[config.mk]
export PLATFORM = sky130hd
export DESIGN_NAME = sample_latch
export DESIGN_NICKNAME = d
export VERILOG_FILES = /design/src/rtl/sample_latch.sv
export SDC_FILE = /design/constraint.sdc
export NUM_CORES = 1
export LEC_CHECK = 0
export CAP_MARGIN = 20
export CORE_AREA = 5 5 58 71
export DETAILED_ROUTE_END_ITERATION = 7
export DIE_AREA = 0 0 63 76
export GPL_TIMING_DRIVEN = 0
export PLACE_DENSITY = 0.77
export SKIP_LAST_GASP = 1
export SLEW_MARGIN = 25
export SYNTH_ARGS = -nofsm -noshare
export SYNTH_HDL_FRONTEND = slang
export SYNTH_SLANG_ARGS = --single-unit
export TNS_END_PERCENT = 20
[constraint.sdc]
create_clock -name i_clk -period 1.99 [get_ports i_clk]
set_clock_uncertainty 0.15 [all_clocks]
set_input_delay 0.597 -clock i_clk [delete_from_list [all_inputs] [get_ports i_clk]]
set_output_delay 0.597 -clock i_clk [all_outputs]
set_load 0.005 [all_outputs]
[src/rtl/sample_latch.sv]
// sample_latch: double-buffered serial-to-parallel capture between a serial DAC input and an I2S serializer
module sample_latch #(
    parameter int WIDTH = 18
) (
    input  logic             i_clk,
    input  logic             i_rst,
    input  logic             i_data,
    input  logic             i_ad_latch,
    input  logic             i_i2s_latch,
    output logic [WIDTH-1:0] o_data
);
    logic [WIDTH-1:0] shift;
    logic [WIDTH-1:0] hold;
    always_ff @(posedge i_clk) begin
        if (i_rst) begin
            shift  <= '0;
            hold   <= '0;
            o_data <= '0;
        end else begin
            shift <= {shift[WIDTH-2:0], i_data};
            if (i_ad_latch) hold <= shift;
            if (i_i2s_latch) o_data <= hold;
        end
    end
endmodule

==> out/results.env <==
OUTCOME='finished clean'
FINAL_LAYOUT_SIZE_SUFFIX_GT1_SHARE_PCT=10.5
SETUP.REG_TO_REG.WORST_SLACK_NS=1.21
HOLD_VIOLATION_TOTAL_FROM_THE_FINAL_REPORT=0
CORE_AREA_UM2=3450
CLKLATENCYLATEPIN_NS=0.30
DIE_H_UM=76
NUMCLOCKSINKS=54
CLOCK_TREE.ROOT_CELL='sky130_fd_sc_hd__clkbuf_8'
POST_SYNTH_NUM_CELL_TYPES=7
NUM-FILL-CELLS=275
PWR_DENSITY_CELL_nW_PER_UM2=877
POST_CTS_RESIZE_COUNT=0
DRT-INITIAL-DRC-COUNT=24
MAXCAPVIOLCOUNT=0
GRT_ANTENNA_BEFORE_REPAIR=0
CORE.ROWCOUNT=24
DRT_PASS1_ITERATIONS=4
SYNTH_SEQ_AREA_SHARE_PCT=60.7
POST_DR_WIRELENGTH_CELL_UM=13.5
WORST_SLEW_PIN_SLEW_NS=0.203
DETAIL_ROUTE.DRC_VIOLATIONS=0
SYNTH_AREA_LEADERS='sky130_fd_sc_hd__dfxtp_1 61%, sky130_fd_sc_hd__mux2i_1 20%, sky130_fd_sc_hd__nor2_1 7.6%, sky130_fd_sc_hd__nor2b_1 6.3%, sky130_fd_sc_hd__buf_12 2.2%'
WL_UM=2960
HOLD_BUFFERS=0
VIA_COUNT=1075
WORSTPATHCELLLIST='clkdlybuf4s50_1'
CP_SLOWEST_STAGE_DELAY_NS=0.51
TRACK_USAGE_PCT=13.1
GRT_UTIL_MET2_PCT=20.9
CRITICAL_PATH.STARTPOINT_TYPE='flip-flop'
RSZ0062_AT_GRT='false'
MULTIINPUTGATEAREA_UM2=608
HP-START='shift[0]'
REQUIRED_NS=1.24
NUM-NETS-FINAL=185
START_UTIL_PCT=51.6
REG2REG_FROM='shift[12]'
ROUTABILITYCONGESTION=0.726
LAYOUT_MIN_CYCLE_TIME_NS=1.91
FMAX_MHz=523
POST_SYNTH.CELL_AREA_AVG_UM2=11.6
WORSTSETUPENDPOINTTYPE='primary output'
CRITPATHTOPFAMILY='buffers and inverters'
GLOBALROUTEMET1UTIL_PCT=15.6
HTREEDEPTH=2
SYN-CELL-AREA_UM2=1780
MET3_LAYER_USAGE_REPORTED_BY_GLOBAL_ROUTE_PCT=4.57
GRT-OVFL-TOTAL=0
AREAGROWTHSYNTHTOFINISH_PCT=19.6
CLK_TRANSITION_REPORTED_PATHS_NS=0.09
POST_SYNTH_INST_COUNT=154
WORSTPATHARRIVAL_NS=1.16
CELL_COUNT_OF_THE_WORST_REG_TO_REG_PATH=2
DETAIL-ROUTE-ANTENNA-NETS=0
CTS.PATH.MAX_BUFFERS=2
BUSIEST_LAYER='met2'
VIA_COUNT_OF_THE_FIRST_GLOBAL_ROUTING_PASS=1084
SETUP_VIOL=0
TNS_NS=0
PART_OF_THE_CYCLE_THE_WORST_PATH_NEEDS_PCT=96.0
NETLIST.TOP_CELL.BY_AREA='sky130_fd_sc_hd__dfxtp_1'
CRITICAL_PATH.REG2REG.ENDPOINT='hold[12]'
TRITONCTS='yes'
POSTSYNTHNETCOUNT=159
CRITICAL_PATH_BUF_INV_COUNT=1
GRT_PASS1_WL_UM=4950
SLEW_HEADROOM_PCT=86.5
POST_DRT_VIA_CELL_RATIO=4.89
CRIT_PATH_MAX_FANOUT=2
CRITICAL_PATH_DEPTH=1
WORSTSETUPPATHTYPE='reg2out'
SYNTH-SEQ-CELLS=54
IO_PINS=23
DIE_WIDTH_UM=63
TIMING.CRITICAL_PATH.SLOWEST_STAGE_CELL='sky130_fd_sc_hd__clkdlybuf4s50_1'
TOTAL_LEAKAGE_POWER_nW=0.915
INSERTEDDIODECOUNT=0
GRT_MAX_DEGREE=17
PORT_BUFFERS=19
POWER.IR.VDD_WORST_V=0.000697
FINAL_CELL_MIX='53 x sky130_fd_sc_hd__dfxtp_1, 36 x sky130_fd_sc_hd__mux2i_1, 36 x sky130_fd_sc_hd__nor2_1'
LAYOUT.CELLS.MOST_COMMON='sky130_fd_sc_hd__dfxtp_1'
YOSYSWARNINGS=0
POST-CTS-SETUP-BUFFER-COUNT=0
DPL.CELL_COUNT=212
TIMING.CRITICAL_PATH.TO='o_data[5]'
SYNTH_LARGEST_TYPE_AREA_FRACTION_PCT=60.7
FLOORPLAN.DIE_AREA_UM2=4790
DP.FINAL_HPWL_UM=2080
CTS-BUFFERS-INSERTED=5
MIN-DELAY-PATH-CLASS='reg2reg'
SLEW_VIOLATIONS=0
STDCELL_COUNT=220
STARTPOINT='o_data[5]'
AREA.SEQUENTIAL_UM2=1080
-- routing by layer --
layer,part of all wire [%],vias up
li1,-,543
met1,46,503
met2,48,22
met3,4.2,7
met4,1.9,0
met5,0,-
-- area by class of cell --
| type | count | area share (%) |
|---|---|---|
| Multi-Input combinational cell | 90 | 28.5 |
| Timing Repair Buffer | 19 | 8.93 |
| Sequential cell | 54 | 50.8 |
| Buffer | 10 | 4.35 |
| Clock buffer | 5 | 3.23 |
| Tap cell | 39 | 2.29 |
| Clock inverter | 3 | 1.88 |
-- report_power, final --
part	total [W]	internal, W	leakage, nW	switching (W)
Combinational	0.0000778	0.0000363	0.421	0.0000415
Sequential	0.00109	0.00109	0.436	0.00000279
Clock	0.000702	0.000370	0.0579	0.000332
Total	0.00187	0.00149	0.915	0.000376
-- registers in the layout, summed over array words and instances (netlist names) --
| signal | cells |
|---|---|
| shift | 18 |
| hold | 18 |
| o_data | 18 |
-- stage by stage --
stage	hold WS, ns	util [%]	setup WS (ns)	total power, W	cell area [µm²]
after floorplan	0.288	-	0.643	0.00118	1780
after global placement	0.292	58.5	0.413	0.00119	2020
after detailed placement	0.305	58.5	0.396	0.00119	2020
after CTS	0.323	61.7	0.0399	0.00189	2130
after global routing	0.327	61.7	0.0362	0.00195	2130
final	0.316	61.7	0.0796	0.00187	2130
-- Yosys cell counts --
master                    instances
sky130_fd_sc_hd__dfxtp_1         54
sky130_fd_sc_hd__mux2i_1         36
sky130_fd_sc_hd__nor2_1          36
sky130_fd_sc_hd__nor2b_1         18
sky130_fd_sc_hd__buf_2            6
sky130_fd_sc_hd__buf_12           2
sky130_fd_sc_hd__buf_6            2
-- cells by family after synthesis --
| group | synth area share (%) |
|---|---|
| mux | 20.2 |
| flops | 60.7 |
| simple gates | 13.9 |
| buf+inv | 5.20 |
-- worst min path at each step --
| stage | slack [ns] | cells past startpoint | endpoint |
|---|---|---|---|
| floorplan | 0.29 | 1 | shift[10] |
| global placement | 0.29 | 1 | shift[6] |
| detailed placement | 0.31 | 1 | shift[10] |
| CTS | 0.32 | 1 | shift[5] |
| global route | 0.33 | 1 | shift[17] |
| finish | 0.32 | 1 | shift[1] |
(Power assumes the default switching activity.)
